===== config.mk =====
export PLATFORM = sky130hd
export DESIGN_NAME = unified_cache_bank_router
export DESIGN_NICKNAME = d
export VERILOG_FILES = /design/src/rtl/unified_cache_bank_router.sv
export SDC_FILE = /design/constraint.sdc
export NUM_CORES = 1
export LEC_CHECK = 0
export BUFFER_PORTS_ARGS = -buffer_cell sky130_fd_sc_hd__buf_4
export CORE_ASPECT_RATIO = 0.5
export CORE_UTILIZATION = 45
export CTS_CLUSTER_DIAMETER = 100
export DETAILED_ROUTE_END_ITERATION = 7
export PLACE_DENSITY = 0.69
export SLEW_MARGIN = 20
export SYNTH_ARGS = -nofsm -noshare
export SYNTH_HDL_FRONTEND = slang
export SYNTH_SLANG_ARGS = --single-unit

===== constraint.sdc =====
create_clock -name clk_in -period 2.85 [get_ports clk_in]
set_clock_uncertainty 0.15 [all_clocks]
set_input_delay 0.4275 -clock clk_in [delete_from_list [all_inputs] [get_ports clk_in]]
set_output_delay 0.4275 -clock clk_in [all_outputs]
set_load 0.03 [all_outputs]

===== src/rtl/unified_cache_bank_router.sv =====
// unified_cache_bank_router
//   Request/return crossbar between NUM_INPUT_PORT requesters and NUM_BANK
//   unified-cache banks.
//   - Requests: a FIFO per port, routed by address bank-select bits,
//     round-robin per bank, registered output per bank.
//   - Returns: routed by the packet port-number field, round-robin per port,
//     registered output per port. Returns carrying an out-of-range port ID are
//     acked, dropped and flagged on the sticky route_error_out.
//   Optional feature macro: UNIFIED_CACHE_ROUTER_CRITICAL_PRIORITY_EN
//     (defined: ports with a full FIFO win bank arbitration over the others).
// Ports:
//   clk_in, reset_in (async, active low)
//   input_packet_flatted_in / _ack_ / input_queue_full_flatted_out : requesters
//   to_bank_packet_flatted_out / to_bank_packet_ack_flatted_in      : bank requests
//   from_bank_packet_flatted_in / from_bank_packet_ack_flatted_out  : bank returns
//   output_packet_flatted_out / output_packet_ack_flatted_in        : port returns
//   route_error_out : sticky bad-return-ID flag

`ifndef UNIFIED_CACHE_PACKET_WIDTH_IN_BITS
`define UNIFIED_CACHE_PACKET_WIDTH_IN_BITS 32
`endif
`ifndef UNIFIED_CACHE_PACKET_VALID_POS
`define UNIFIED_CACHE_PACKET_VALID_POS 31
`endif
`ifndef UNIFIED_CACHE_PACKET_PORT_NUM_LO
`define UNIFIED_CACHE_PACKET_PORT_NUM_LO 24
`endif
`ifndef UNIFIED_CACHE_PACKET_ADDR_LO
`define UNIFIED_CACHE_PACKET_ADDR_LO 0
`endif
`ifndef UNIFIED_CACHE_BLOCK_SIZE_IN_BYTES
`define UNIFIED_CACHE_BLOCK_SIZE_IN_BYTES 16
`endif

// Round-robin pick: first requester at or after ptr, wrapping.
module unified_cache_router_rr_arb #(
  parameter int N  = 2,
  parameter int IW = (N > 1) ? $clog2(N) : 1
) (
  input  logic [N-1:0]  req,
  input  logic [IW-1:0] ptr,
  output logic          gnt_vld,
  output logic [IW-1:0] gnt_idx
);
  always_comb begin
    gnt_vld = 1'b0;
    gnt_idx = '0;
    for (int i = 0; i < N; i++)
      if (!gnt_vld && req[i] && i >= int'(ptr)) begin
        gnt_vld = 1'b1;
        gnt_idx = IW'(i);
      end
    for (int i = 0; i < N; i++)
      if (!gnt_vld && req[i]) begin
        gnt_vld = 1'b1;
        gnt_idx = IW'(i);
      end
  end
endmodule

// Input FIFO. When empty the incoming packet is presented as head in the
// same cycle, so an ack in cycle N can reach the bank register by N+1.
// A bypassed push+pop writes and advances both pointers; count is unchanged.
module unified_cache_router_fifo #(
  parameter int W     = 32,
  parameter int DEPTH = 4
) (
  input  logic         clk,
  input  logic         rst_n,
  input  logic         push,
  input  logic [W-1:0] din,
  input  logic         pop,
  output logic [W-1:0] head,
  output logic         head_vld,
  output logic         full
);
  localparam int AW = $clog2(DEPTH);
  localparam logic [AW:0] CNT_ONE = 1;
  localparam logic [AW:0] CNT_MAX = DEPTH;
  localparam logic [AW-1:0] PTR_ONE = 1;

  logic [W-1:0]  mem [DEPTH];
  logic [AW-1:0] wr_ptr, rd_ptr;
  logic [AW:0]   cnt, cnt_nxt;
  logic          empty;

  assign empty    = (cnt == '0);
  assign head_vld = !empty || push;
  assign head     = empty ? din : mem[rd_ptr];

  always_comb begin
    cnt_nxt = cnt;
    if (push && !pop)      cnt_nxt = cnt + CNT_ONE;
    else if (pop && !push) cnt_nxt = cnt - CNT_ONE;
  end

  always_ff @(posedge clk or negedge rst_n)
    if (!rst_n) begin
      wr_ptr <= '0;
      rd_ptr <= '0;
      cnt    <= '0;
      full   <= 1'b0;
    end else begin
      if (push) wr_ptr <= wr_ptr + PTR_ONE;
      if (pop)  rd_ptr <= rd_ptr + PTR_ONE;
      cnt  <= cnt_nxt;
      full <= (cnt_nxt == CNT_MAX);
    end

  always_ff @(posedge clk)
    if (push) mem[wr_ptr] <= din;
endmodule

module unified_cache_bank_router #(
  parameter int NUM_INPUT_PORT = 2,
  parameter int NUM_BANK       = 4,
  parameter int PACKET_WIDTH   = `UNIFIED_CACHE_PACKET_WIDTH_IN_BITS,
  parameter int QUEUE_DEPTH    = 4,
  parameter int VALID_POS      = `UNIFIED_CACHE_PACKET_VALID_POS,
  parameter int PORT_NUM_LO    = `UNIFIED_CACHE_PACKET_PORT_NUM_LO,
  parameter int BANK_SEL_LO    = `UNIFIED_CACHE_PACKET_ADDR_LO + $clog2(`UNIFIED_CACHE_BLOCK_SIZE_IN_BYTES)
) (
  input  logic                                 clk_in,
  input  logic                                 reset_in,
  input  logic [NUM_INPUT_PORT*PACKET_WIDTH-1:0] input_packet_flatted_in,
  output logic [NUM_INPUT_PORT-1:0]            input_packet_ack_flatted_out,
  output logic [NUM_INPUT_PORT-1:0]            input_queue_full_flatted_out,
  output logic [NUM_BANK*PACKET_WIDTH-1:0]     to_bank_packet_flatted_out,
  input  logic [NUM_BANK-1:0]                  to_bank_packet_ack_flatted_in,
  input  logic [NUM_BANK*PACKET_WIDTH-1:0]     from_bank_packet_flatted_in,
  output logic [NUM_BANK-1:0]                  from_bank_packet_ack_flatted_out,
  output logic [NUM_INPUT_PORT*PACKET_WIDTH-1:0] output_packet_flatted_out,
  input  logic [NUM_INPUT_PORT-1:0]            output_packet_ack_flatted_in,
  output logic                                 route_error_out
);
  localparam int P    = NUM_INPUT_PORT;
  localparam int B    = NUM_BANK;
  localparam int W    = PACKET_WIDTH;
  localparam int PIDW = (P > 1) ? $clog2(P) : 1;
  localparam int BSW  = (B > 1) ? $clog2(B) : 1;

  // request side
  logic [P-1:0][W-1:0]    in_pkt, head;
  logic [P-1:0]           in_ack, head_vld, q_full, pop;
  logic [P-1:0][BSW-1:0]  tgt;
  logic [B-1:0][P-1:0]    bank_req;
  logic [B-1:0]           bank_free, bank_gv;
  logic [B-1:0][PIDW-1:0] bank_gi, rr_req;
  logic [B-1:0][W-1:0]    to_bank_q, bank_din;
  // return side
  logic [B-1:0][W-1:0]    from_bank;
  logic [B-1:0][PIDW-1:0] ret_dest;
  logic [B-1:0]           ret_vld, bad, fb_ack;
  logic [P-1:0][B-1:0]    ret_req;
  logic [P-1:0]           out_free, ret_gv;
  logic [P-1:0][BSW-1:0]  ret_gi, rr_ret;
  logic [P-1:0][W-1:0]    out_q, out_din;
  logic                   route_err;

  function automatic logic [PIDW-1:0] inc_p(input logic [PIDW-1:0] i);
    return (int'(i) + 1 >= P) ? '0 : i + PIDW'(1);
  endfunction

  function automatic logic [BSW-1:0] inc_b(input logic [BSW-1:0] i);
    return (int'(i) + 1 >= B) ? '0 : i + BSW'(1);
  endfunction

  assign in_pkt    = input_packet_flatted_in;
  assign from_bank = from_bank_packet_flatted_in;

  // ---------------- request path ----------------
  for (genvar p = 0; p < P; p++) begin : g_port
    assign in_ack[p] = reset_in && in_pkt[p][VALID_POS] && !q_full[p];
    assign tgt[p]    = head[p][BANK_SEL_LO +: BSW];

    unified_cache_router_fifo #(.W(W), .DEPTH(QUEUE_DEPTH)) u_fifo (
      .clk      (clk_in),
      .rst_n    (reset_in),
      .push     (in_ack[p]),
      .din      (in_pkt[p]),
      .pop      (pop[p]),
      .head     (head[p]),
      .head_vld (head_vld[p]),
      .full     (q_full[p])
    );
  end

  always_comb begin
    bank_req = '0;
    for (int b = 0; b < B; b++)
      for (int p = 0; p < P; p++)
        bank_req[b][p] = head_vld[p] && (B == 1 || tgt[p] == BSW'(b));
  end

  for (genvar b = 0; b < B; b++) begin : g_bank
    logic [P-1:0] req_m, arb_req;
`ifdef UNIFIED_CACHE_ROUTER_CRITICAL_PRIORITY_EN
    // A full FIFO marks its port critical; critical requesters shadow the rest.
    logic [P-1:0] crit;
    assign crit  = bank_req[b] & q_full;
    assign req_m = (|crit) ? crit : bank_req[b];
`else
    assign req_m = bank_req[b];
`endif
    // Free when empty or being drained this cycle: back-to-back 1/cycle.
    assign bank_free[b] = !to_bank_q[b][VALID_POS] || to_bank_packet_ack_flatted_in[b];
    assign arb_req      = bank_free[b] ? req_m : '0;

    unified_cache_router_rr_arb #(.N(P), .IW(PIDW)) u_arb (
      .req     (arb_req),
      .ptr     (rr_req[b]),
      .gnt_vld (bank_gv[b]),
      .gnt_idx (bank_gi[b])
    );
  end

  // A port's head targets a single bank, so at most one pop per port.
  always_comb begin
    pop      = '0;
    bank_din = '0;
    for (int b = 0; b < B; b++)
      for (int p = 0; p < P; p++)
        if (bank_gv[b] && bank_gi[b] == PIDW'(p)) begin
          pop[p]      = 1'b1;
          bank_din[b] = head[p];
        end
  end

  // ---------------- return path ----------------
  for (genvar b = 0; b < B; b++) begin : g_ret
    assign ret_vld[b]  = from_bank[b][VALID_POS];
    assign ret_dest[b] = from_bank[b][PORT_NUM_LO +: PIDW];
    assign bad[b]      = ret_vld[b] && int'(ret_dest[b]) >= P;
  end

  always_comb begin
    ret_req = '0;
    for (int p = 0; p < P; p++)
      for (int b = 0; b < B; b++)
        ret_req[p][b] = ret_vld[b] && !bad[b] && ret_dest[b] == PIDW'(p);
  end

  for (genvar p = 0; p < P; p++) begin : g_out
    logic [B-1:0] arb_req;
    assign out_free[p] = !out_q[p][VALID_POS] || output_packet_ack_flatted_in[p];
    assign arb_req     = out_free[p] ? ret_req[p] : '0;

    unified_cache_router_rr_arb #(.N(B), .IW(BSW)) u_arb (
      .req     (arb_req),
      .ptr     (rr_ret[p]),
      .gnt_vld (ret_gv[p]),
      .gnt_idx (ret_gi[p])
    );
  end

  // Bad-ID returns are acked on sight so the bank is never stuck on them.
  always_comb begin
    fb_ack  = bad;
    out_din = '0;
    for (int p = 0; p < P; p++)
      for (int b = 0; b < B; b++)
        if (ret_gv[p] && ret_gi[p] == BSW'(b)) begin
          fb_ack[b]  = 1'b1;
          out_din[p] = from_bank[b];
        end
  end

  // ---------------- state ----------------
  always_ff @(posedge clk_in or negedge reset_in)
    if (!reset_in) begin
      to_bank_q <= '0;
      rr_req    <= '0;
      out_q     <= '0;
      rr_ret    <= '0;
      route_err <= 1'b0;
    end else begin
      for (int b = 0; b < B; b++)
        if (bank_gv[b]) begin
          to_bank_q[b] <= bank_din[b];
          rr_req[b]    <= inc_p(bank_gi[b]);
        end else if (to_bank_packet_ack_flatted_in[b]) begin
          to_bank_q[b] <= '0;
        end
      for (int p = 0; p < P; p++)
        if (ret_gv[p]) begin
          out_q[p]  <= out_din[p];
          rr_ret[p] <= inc_b(ret_gi[p]);
        end else if (output_packet_ack_flatted_in[p]) begin
          out_q[p] <= '0;
        end
      if (|bad) route_err <= 1'b1;
    end

  assign input_packet_ack_flatted_out     = in_ack;
  assign input_queue_full_flatted_out     = q_full;
  assign to_bank_packet_flatted_out       = to_bank_q;
  assign from_bank_packet_ack_flatted_out = reset_in ? fb_ack : '0;
  assign output_packet_flatted_out        = out_q;
  assign route_error_out                  = route_err;
endmodule

* Word level (Yosys, flattened, before mapping)
Memory sizes are Yosys's and may differ from the RTL's. Index checks and enable logic that the tools add are counted.
Storage, ports and cells: bits in registers 216, memory bits (writable) 256, bits of input ports 200, output and inout bits 201, logic and storage cells 341, memories 2
Cells by class: $add $sub $neg 20, $lt $le $gt $ge 16, equality and inequality tests 14, mux-type cells 125, bitwise gates (word level) 8, reduce and logical (&&, ||, !) cells 136
Memory list:
- g_port[0].u_fifo.mem | words 4, width 32, rd ports 1, clocked after memory_dff 0, write ports 1, line 82 | logic [W-1:0] mem [DEPTH];
- g_port[1].u_fifo.mem | words 4, width 32, rd ports 1, clocked after memory_dff 0, write ports 1, line 82
Operators with widths (count):
- 32-bit 2-to-1 mux | 30
- 1-bit logical AND | 76
- 1-bit 2-to-1 mux | 70
- 1-bit zero test | 40
- 2-bit 2-to-1 mux | 18
- 2-bit == test (second input constant) | 8
- 2-bit by 1-bit adder with 2-bit output (second input constant) | 6
- 3-bit 2-to-1 mux | 4
- 4-bit 2-to-1 mux | 3
- 2-bit nonzero test | 6
- 1-bit by 1-bit adder with 2-bit output (second input constant) | 4
- 2-bit by 1-bit == test with 1-bit output (second input constant) | 4
- 1-bit by 2-bit >= comparator with 1-bit output (first input constant) | 4
- 2-bit >= comparator (second input constant) | 4
- 2-bit zero test | 4
- 1-bit logical OR | 8
- 1-bit inverter | 8
- 2-bit by 1-bit adder with 3-bit output (second input constant) | 2
- 3-bit by 1-bit adder with 3-bit output (second input constant) | 2
- 3-bit == test (second input constant) | 2
- 3-bit >= comparator (second input constant) | 2
- 3-bit zero test | 2
- 3-bit by 1-bit subtractor with 3-bit output (second input constant) | 2
- 1-bit adder (second input constant) | 4
- 2 further kinds | 6

* Depth between registers and ports, before layout
Gate-level depths: netlist of the first run.
word-level depth 35, depth in mapped cells 15, depth with buffers taken out 14

* By module
A second synthesis of the first run with hierarchy kept.
Unflattened totals: cells, all modules 1443, area total of the unflattened synthesis 22296.4 µm²
By module, submodules not included:
- unified_cache_router_fifo | instances 2, cells each 248, area an instance 5617.9 µm²
- unified_cache_bank_router | instances 1, cells each 911, area an instance 10842.9 µm²
- unified_cache_router_rr_arb (g_out[0].u_arb ...) | instances 2, cells each 12, area an instance 73.8 µm²
- unified_cache_router_rr_arb (g_bank[0].u_arb ...) | instances 4, cells each 3, area an instance 17.5 µm²

* Least setup slack after synthesis of the first run
No wires, ideal clock.
kind register to output, start register out_q, in the netlist output_packet_flatted_out[63], end output from_bank_packet_ack_flatted_out[3], arrival time 2735 ps, setup slack -463 ps, stages on the path, launching flop included 12, path through dfrtp_1 > nand2b_1 > nand3_1 > nor2_1 > o21a_1 > a311o_1 > inv_1 > ha_1 > clkbuf_1 > buf_1 > a22oi_1 > nor2b_1
Between the ends: longest elaborated chain between the ends 32, elaborated cells between the ends (all ways) 39, classes of those cells eq/ne (1); mux (18); reduce/logical (20)
RTL lines:
- from (decl) | line 157 | logic [P-1:0][W-1:0] out_q, out_din;
- from (signal, indexed assignment) | line 286 | out_q[p] <= out_din[p];
- 1-bit zero test (*) | line 245 | assign out_free[p] = !out_q[p][VALID_POS] || output_packet_ack_flatted_in[p];
- 1-bit logical OR (*) | line 245
- 4-bit 2-to-1 mux (*) | line 246 | assign arb_req = out_free[p] ? ret_req[p] : '0;
- 1-bit logical AND | line 49 | if (!gnt_vld && req[i] && i >= int'(ptr)) begin
- 1-bit 2-to-1 mux | line 49
- 1-bit zero test | line 49
- 1-bit logical AND (2 in series) | line 49
- 1-bit 2-to-1 mux | line 49
- [15 not listed]
- 1-bit 2-to-1 mux | line 54 | if (!gnt_vld && req[i]) begin
- 1-bit zero test | line 54
- 1-bit logical AND | line 54
- 2-bit 2-to-1 mux | line 54
- 2-bit == test | line 262 | if (ret_gv[p] && ret_gi[p] == BSW'(b)) begin
- 1-bit logical AND (*) | line 262
- 1-bit 2-to-1 mux (*) | line 262
- 4-bit 2-to-1 mux (*) | line 297 | assign from_bank_packet_ack_flatted_out = reset_in ? fb_ack : '0;
- to (decl) | line 131 | output logic [NUM_BANK-1:0] from_bank_packet_ack_flatted_out,
Every way passes the cells marked *; elsewhere a longest branch is shown, timed or not.

* Final worst setup path of the first run
start register g_port[0].u_fifo.cnt[1], end register g_port[1].u_fifo.full
Between the ends: longest elaborated chain between the ends 25, elaborated cells between the ends (all ways) 86, classes of those cells eq/ne (4); mux (39); reduce/logical (43)
RTL lines:
- from (decl) | line 84 | logic [AW:0] cnt, cnt_nxt;
- from (signal assigned) | line 106 | cnt <= cnt_nxt;
- 3-bit zero test (*) | line 87 | assign empty = (cnt == '0);
- 32-bit 2-to-1 mux / 1-bit zero test (equally long branches) | line 89, 88
- 2-bit zero test / 1-bit logical OR (equally long branches) | line 192, 88
- 1-bit logical AND | line 192 | bank_req[b][p] = head_vld[p] && (B == 1 || tgt[p] == BSW'(b));
- 2-bit 2-to-1 mux | line 207 | assign arb_req = bank_free[b] ? req_m : '0;
- 1-bit logical AND | line 49
- 1-bit 2-to-1 mux | line 49
- 1-bit zero test | line 49
- [7 not listed]
- 1-bit 2-to-1 mux | line 54
- 1-bit logical AND | line 223 | if (bank_gv[b] && bank_gi[b] == PIDW'(p)) begin
- 1-bit 2-to-1 mux (3 in series) | line 223
- 1-bit 2-to-1 mux (*) | line 223
- 1-bit logical AND / 1-bit zero test (equally long branches) | line 94, 93
- 3-bit 2-to-1 mux / 1-bit logical AND (equally long branches) | line 94, 93
- 3-bit 2-to-1 mux (*) | line 93 | if (push && !pop) cnt_nxt = cnt + CNT_ONE;
- 3-bit == test (*) | line 107 | full <= (cnt_nxt == CNT_MAX);
- to (signal assigned) | line 107
- to (decl) | line 75 | output logic full
Marks and branches as above. A chain may end at the register's enable or synchronous reset.

==> reports/metrics.csv, run 1 <==
stage,metric,value,unit
drt,drt pass-1 iters,5,
die,Die Y,158.1,µm
critical_path,"critical path fanouts, max",5,
clock_tree,clock slew at reported path FFs,70,ps
logic_synthesis,Mapped Nets,1959,
cells_and_area,area occupied by multi-input gates,9134,µm²
critical_path,Worst setup EP type,register,
global_route,initial antenna violation count,0,
die,row count,56,
placed_design,Placer Congestion,0.9369,
clock_tree,clock root cell,clkbuf_16,
critical_path,type of origin of the critical path,register,
critical_path,Critical Path RT,3160,ps
drt,Detail Route Antenna Nets,0,
placed_design,port bufs,399,
drt,Avg WL per Cell,22.41,µm
cells_and_area,register area,13100,µm²
critical_path,CP max stage cell,or4_4,
timing,final worst slack,-365.3,ps
logic_synthesis,mapped cell area,21920,µm²
critical_path,CP arrival,3530,ps
die,total I/O pin count,401,
run_status,failing checks,"hold timing, setup timing",
drt,DRT iter0 DRCs,1394,
drt,drc violations,0,
die,die area,49660,µm²
logic_synthesis,"Top FF cell, synth",edfxtp_1,
global_route,Congestion Overflow GR,0,
cells_and_area,final instance area,30960,µm²
critical_path,CP max stage delay,470,ps
critical_path,Worst setup startpoint,g_port[0].u_fifo.cnt[1]$_DFF_PN0_,
power_and_ir_drop,pwr dens,1173,nW/µm²
cells_and_area,Area Growth Syn to Fin,41.22,%
clock_tree,TritonCTS Buffers,43,
timing,hold_ws,-1.894,ps
power_and_ir_drop,Final Power,0.03632,W
timing,Achievable Freq,311.0,MHz
global_route,GRT Util Overall,25.65,%
timing,Final period util,112.8,%
clock_tree,CTS tree,built,
logic_synthesis,"top cells by count, synth","256 x edfxtp_1, 216 x dfrtp_1, 191 x o21ai_0",
cells_and_area,Final nets,2592,
global_route,number of global-route vias before repair,16630,
logic_synthesis,"area leader, netlist",edfxtp_1,
global_route,pin count of the biggest net entering global routing,72,
timing,Final setup violation count,91,
clock_tree,Max clock buf depth,3,
logic_synthesis,share of Yosys cell area claimed by the top area cell type,35.06,%
worst_hold_path,HP Start,from_bank_packet_flatted_in[121],
global_route,first-pass GRT wire length,97.79,mm
die,core area,47440,µm²
logic_synthesis,register area share after synthesis,59.72,%
timing,max_slew headroom,37.90,%
critical_path,WS Path Type,register to register,
logic_synthesis,post-synth cell types,62,
cells_and_area,n_diodes,0,
drt,detailed-route via count,17400,
logic_synthesis,Synth Instances,1737,
timing,Final min period,3215,ps
logic_synthesis,flop and latch count out of synthesis,472,
timing,measured slew at the worst slew-check pin,931.5,ps
timing,"Hold Violations, Final",2,
critical_path,worst path cell trace,inv_2 > ha_4 > ha_4 > nor2_4 > a222oi_1 > buf_4 > buf_6 > nand4bb_4 > o21a_4 > buf_6 > or4_4 > mux2i_1 > a211oi_1,
drt,drt via density,5.718,
run_status,status,finished with violations,
clock_tree,CTS Sinks,472,
critical_path,reg2reg start,g_port[0].u_fifo.cnt[1]$_DFF_PN0_,
placed_design,HPWL after DPL,44.60,mm
placed_design,Area after DPL,26900,µm²
drt,drt total wl,68.20,mm
clock_tree,latest clock arrival within the worst-skew pair,580,ps
power_and_ir_drop,maximum VDD drop,0.7440,mV
timing,Max Slew Vio Count,0,
cells_and_area,# fillers,3487,
job,# Max-Cap Violations,0,
logic_synthesis,Avg Inst Size Synth,12.62,µm²
logic_synthesis,asr flop ratio synth,45.76,%
worst_hold_path,min-delay worst type,input port to register,
logic_synthesis,most common cell in the synthesized netlist,edfxtp_1,
die,Starting Density,46.22,%
clock_tree,H-tree levels,2,
logic_synthesis,Post-synth EDFFs,256,
power_and_ir_drop,Leak,12.50,nW
timing,RSZ-0062 raised after global routing,true,
logic_synthesis,synth top area cells,"edfxtp_1 35%, dfrtp_1 25%, mux4_2 6.2%",
logic_synthesis,Syn. warnings,0,
die,die width,314.2,µm
cells_and_area,share of cells above drive strength 1,39.58,%
-- cells in the final DEF (no fill, tap or decap), types with 10 or more instances in the layout --
cell type	instances
o21ai_1	82
nand2_1	57
mux2i_1	42
a221oi_2	41
buf_6	35
mux2_2	31
a221oi_1	18
ha_1	10
nor3_1	72
a22oi_1	22
and2_1	13
nor2b_1	70
ha_4	10
edfxtp_1	256
mux4_2	60
a21oi_1	99
a221o_1	36
buf_4	569
clkbuf_1	12
nor2_1	60
o21ai_0	108
clkbuf_16	52
inv_1	19
dlygate4sd3_1	88
dfrtp_1	213
buf_12	29
nand3b_1	121
-- area by class of cell --
type                       count  share of cell area [%]
timing repair buffer         734                   20.71
inverter                      25                  0.3112
sequential                   472                   42.30
clock inverter                21                  0.7962
multi-input combinational   1094                   29.50
tap                          638                   2.578
clock buffer                  59                   3.799
-- per-stage QoR --
step	setup WS (ps)	hold slack (ps)	util [%]	TNS [ps]	cells
floorplan	-185.4	-18.09	-	-1766	1737
global placement	-710.5	321.8	56.68	-29550	2811
global route	-470.9	0.1444	65.27	-21320	3043
CTS	-240.7	0.1890	62.63	-1230	3007
detailed placement	-447.9	329.6	56.71	-25390	2812
finish	-365.3	-1.894	65.27	-8444	3043
-- cells by family (layout without fill, tap and decap cells) --
| family | count (synthesis) | in the layout | share of synthesized area [%] |
|---|---|---|---|
| adder cells (fa/ha/maj) | 22 | 22 | 1.256 |
| XOR/XNOR | 11 | 11 | 0.4394 |
| AND/OR/NAND/NOR | 456 | 456 | 12.00 |
| flip-flops | 472 | 472 | 59.72 |
| other | 1 | 1 | 0.01710 |
| buffers and inverters | 171 | 839 | 3.145 |
| multiplexers | 134 | 134 | 9.719 |
| AO/OA/AOI/OAI | 470 | 470 | 13.71 |
-- per-layer routing --
| layer | track usage (%) | vias to the layer above | wire [µm] | part of all wire (%) |
|---|---|---|---|---|
| li1 | - | 7910 | - | - |
| met1 | 34.78 | 8667 | 27890 | 41 |
| met2 | 41.58 | 677 | 33210 | 49 |
| met3 | 5.030 | 147 | 4546 | 6.7 |
| met4 | 8.548 | 0 | 2551 | 3.7 |
| met5 | 0 | - | 0 | 0 |
-- state kept, by name, indices dropped and copies added (netlist names) --
name	count
output_packet_flatted_out	64
rr_ret	4
g_port.u_fifo.mem	256
g_port.u_fifo.rd_ptr	4
g_port.u_fifo.wr_ptr	4
g_port.u_fifo.cnt	6
rr_req	4
to_bank_packet_flatted_out	128
g_port.u_fifo.full	2
-- report_power, final --
group          switching, W  internal (W)  total (W)
logic                0.0114       0.00900     0.0204
registers          0.000959       0.00897    0.00993
clock network       0.00268       0.00329    0.00598
-- worst max-delay path: cells and delay by family, from the launching register on --
family,cells,cell delay (ps)
AO/OA/AOI/OAI,3,910
adder cells (fa/ha/maj),2,300
AND/OR/NAND/NOR,3,660
multiplexers,1,140
buffers and inverters,4,540
flip-flops,1,400
-- what timing repair did --
| action | in CTS | in global routing |
|---|---|---|
| hold buffers | 87 | 1 |
| gates resized for setup | 66 | 229 |
| endpoints found under the hold margin | 359 | 1 |
| cloned | 0 | 13 |
| setup endpoints to repair | 97 | 146 |
| setup buffers | 28 | 26 |
| pin swaps | 32 | 45 |
-- worst paths after layout --
path	to	slack (ps)	cells after the start
worst max-delay path	g_port[1].u_fifo.full$_DFF_PN0_	-370	13
worst min-delay path	output_packet_flatted_out[57]$_DFFE_PN0P_	-2	3
worst max register to register	g_port[1].u_fifo.full$_DFF_PN0_	-370	13
worst min register to register	to_bank_packet_flatted_out[4]$_DFFE_PN0P_	340	1
max in group asynchronous	to_bank_packet_flatted_out[36]$_DFFE_PN0P_	850	4
min in group asynchronous	g_port[1].u_fifo.cnt[2]$_DFF_PN0_	380	4
Power figures use the tool's default switching activity.
==> run 2, diff against run 1 <==
==> constraint.sdc (replaced) <==
create_clock -name clk_in -period 2.85 [get_ports clk_in]
set_clock_uncertainty 0.15 [all_clocks]
set_input_delay 0.1425 -clock clk_in [delete_from_list [all_inputs] [get_ports clk_in]]
set_output_delay 0.1425 -clock clk_in [all_outputs]
set_load 0.03 [all_outputs]
==> run 2 against run 1 <==
The flow finishes with violations (setup timing). Sequential share of layout area down 1.3 points. Setup slack better by 180 ps. Sequential power up 0.6%. Critical path type is now register to output pin. Critical endpoint is now from_bank_packet_ack_flatted_out[3]. Highest routed layer unchanged.
==> reports/metrics.csv, run 2 (synthesis results as in run 1) <==
stage,metric,value,unit
run_status,status,finished with violations,
run_status,failing checks,setup timing,
power_and_ir_drop,sequential share of power,27.9,%
die,Die Y,158.1,µm
global_route,number of global-route vias before repair,17800,
cells_and_area,"most common cell after layout, fill and taps aside",buf_4,
critical_path,type of origin of the critical path,register,
cells_and_area,share of cells above drive strength 1,37.40,%
worst_hold_path,min-delay worst type,input port to async pin,
power_and_ir_drop,pwr dens,1118,nW/µm²
clock_tree,CTS tree,built,
critical_path,Worst setup EP type,output pin,
critical_path,FF-to-FF End,output_packet_flatted_out[33]$_DFFE_PN0P_,
job,# Max-Cap Violations,0,
clock_tree,TritonCTS Buffers,44,
critical_path,CP arrival,2740,ps
die,core area,47440,µm²
timing,max_slew headroom,43.25,%
power_and_ir_drop,Int Pwr,0.02065,W
critical_path,Worst setup startpoint,output_packet_flatted_out[63]$_DFFE_PN0P_,
critical_path,Worst Reg-to-Reg Cells,16,
timing,"Hold Violations, Final",0,
drt,detailed-route via count,18280,
critical_path,reg2reg start,output_packet_flatted_out[63]$_DFFE_PN0P_,
drt,Detail Route Antenna Nets,0,
cells_and_area,most frequent cells in the layout,"526 x buf_4, 256 x edfxtp_1, 213 x dfrtp_1, 199 x dlygate4sd3_1, 146 x o21ai_0",
timing,Final period util,106.5,%
drt,drc violations,0,
cells_and_area,# fillers,3214,
clock_tree,CTS Sinks,472,
cells_and_area,Area Growth Syn to Fin,45.80,%
clock_tree,clock root cell,clkbuf_16,
drt,drt total wl,74.64,mm
power_and_ir_drop,Final Power,0.03575,W
global_route,initial antenna violation count,3,
die,die area,49660,µm²
drt,DRT iter0 DRCs,1752,
timing,RSZ-0062 raised after global routing,true,
cells_and_area,register area,13100,µm²
timing,Final setup violation count,31,
power_and_ir_drop,fraction of power spent switching nets,42.24,%
timing,Achievable Freq,329.4,MHz
drt,drt pass-1 iters,8,
cells_and_area,fin cells,3106,
placed_design,HPWL after DPL,43.91,mm
global_route,Congestion Overflow GR,0,
power_and_ir_drop,Leak,12.77,nW
cells_and_area,most flop-heavy register,g_port.u_fifo.mem,
clock_tree,clock slew at reported path FFs,70,ps
placed_design,port bufs,399,
critical_path,Critical Path RT,2560,ps
placed_design,Placer Congestion,0.9304,
cells_and_area,Final nets,2651,
critical_path,WS Path Type,register to output pin,
die,row count,56,
drt,drt via density,5.885,
global_route,GRT Util Overall,27.33,%
cells_and_area,max reg flops,256,
cells_and_area,area occupied by multi-input gates,9373,µm²
critical_path,CP endpoint,from_bank_packet_ack_flatted_out[3],
clock_tree,Max clock buf depth,3,
critical_path,"critical path fanouts, max",8,
die,Starting Density,46.22,%
global_route,first-pass GRT wire length,104.4,mm
power_and_ir_drop,maximum VDD drop,0.8271,mV
power_and_ir_drop,clock share of power,16.9,%
power_and_ir_drop,combinational fraction of design power,55.1,%
timing,final worst slack,-186.0,ps
die,die width,314.2,µm
timing,measured slew at the worst slew-check pin,851.2,ps
drt,Avg WL per Cell,24.03,µm
clock_tree,H-tree levels,2,
timing,Max Slew Vio Count,0,
critical_path,Reg2Reg Setup Slack,-170,ps
global_route,pin count of the biggest net entering global routing,64,
clock_tree,latest clock arrival within the worst-skew pair,580,ps
power_and_ir_drop,P_sw,0.01510,W
placed_design,placed instance count,2752,
timing,Final min period,3036,ps
die,total I/O pin count,401,
==> run 2: metrics by stage <==
step / utilization (%) / cell area [µm²] / TNS [ps] / hold WS (ps) / setup slack, ps
6_report: 67.38 / 31960 / -2069 / 97.88 / -186.0
5_1_grt: 67.38 / 31960 / -7826 / 108.1 / -297.9
4_1_cts: 64.19 / 30450 / -78.84 / 82.86 / -78.84
3_5_place_dp: 55.67 / 26410 / -3167 / 111.7 / -153.8
3_3_place_gp: 55.67 / 26410 / -610.4 / 108.6 / -146.9
2_1_floorplan: - / 22020 / -1589 / -303.1 / -185.4
==> run 2: how the worst min path moves through the flow <==
stage | start | endpoint | slack, ps | cells after the start
final | reset_in | to_bank_packet_flatted_out[107]$_DFFE_PN0P_ | 100 | 3
after global routing | reset_in | to_bank_packet_flatted_out[107]$_DFFE_PN0P_ | 110 | 3
after detailed placement | reset_in | to_bank_packet_flatted_out[107]$_DFFE_PN0P_ | 110 | 2
after CTS | reset_in | rr_req[2]$_DFFE_PN0P_ | 80 | 3
after global placement | reset_in | to_bank_packet_flatted_out[107]$_DFFE_PN0P_ | 110 | 2
after floorplan | reset_in | g_port[0].u_fifo.cnt[0]$_DFF_PN0_ | -300 | 0
==> run 2: power groups by stage <==
stage / clock, W / combinational [W] / sequential, W
after floorplan: 0 / 0.00845 / 0.0119
after global placement: 0 / 0.0164 / 0.0100
after detailed placement: 0 / 0.0167 / 0.0100
after CTS: 0.00613 / 0.0176 / 0.00994
after global routing: 0.00639 / 0.0209 / 0.0101
final: 0.00605 / 0.0197 / 0.00999
==> run 2: final cells by class <==
| class | count | area share (%) |
|---|---|---|
| clock inverter | 21 | 0.7633 |
| tap | 638 | 2.497 |
| clock buffer | 61 | 3.742 |
| inverter | 25 | 0.3171 |
| timing repair buffer | 791 | 22.36 |
| antenna | 3 | 0.02349 |
| multi-input combinational | 1095 | 29.32 |
| sequential | 472 | 40.97 |
==> run 2: worst max-delay path, cell delays in order (launching register included) <==
cell and delay (ps):
dfrtp_1 420, nand2b_4 130, nand3_2 90, o21a_1 200, a311o_2 430, inv_4 90
buf_4 120, ha_4 140, buf_12 130, a22oi_2 70, nor2b_2 170, buf_6 160
==> run 2: what timing repair did <==
item                       in CTS  in global routing
hold endpoints to repair      587                  0
cloned                          7                 11
hold buffers                  199                  0
pin swaps                      14                 59
setup buffers                  20                 35
setup endpoints to repair      96                170
resized for setup              61                218
==> run 2: routing by layer <==
metal / up-vias / routed length (µm) / GRT usage, %
li1: 8036 / - / -
met1: 9095 / 29380 / 36.94
met2: 909 / 36190 / 44.79
met3: 240 / 5570 / 4.807
met4: 0 / 3506 / 9.384
met5: - / 0 / 0
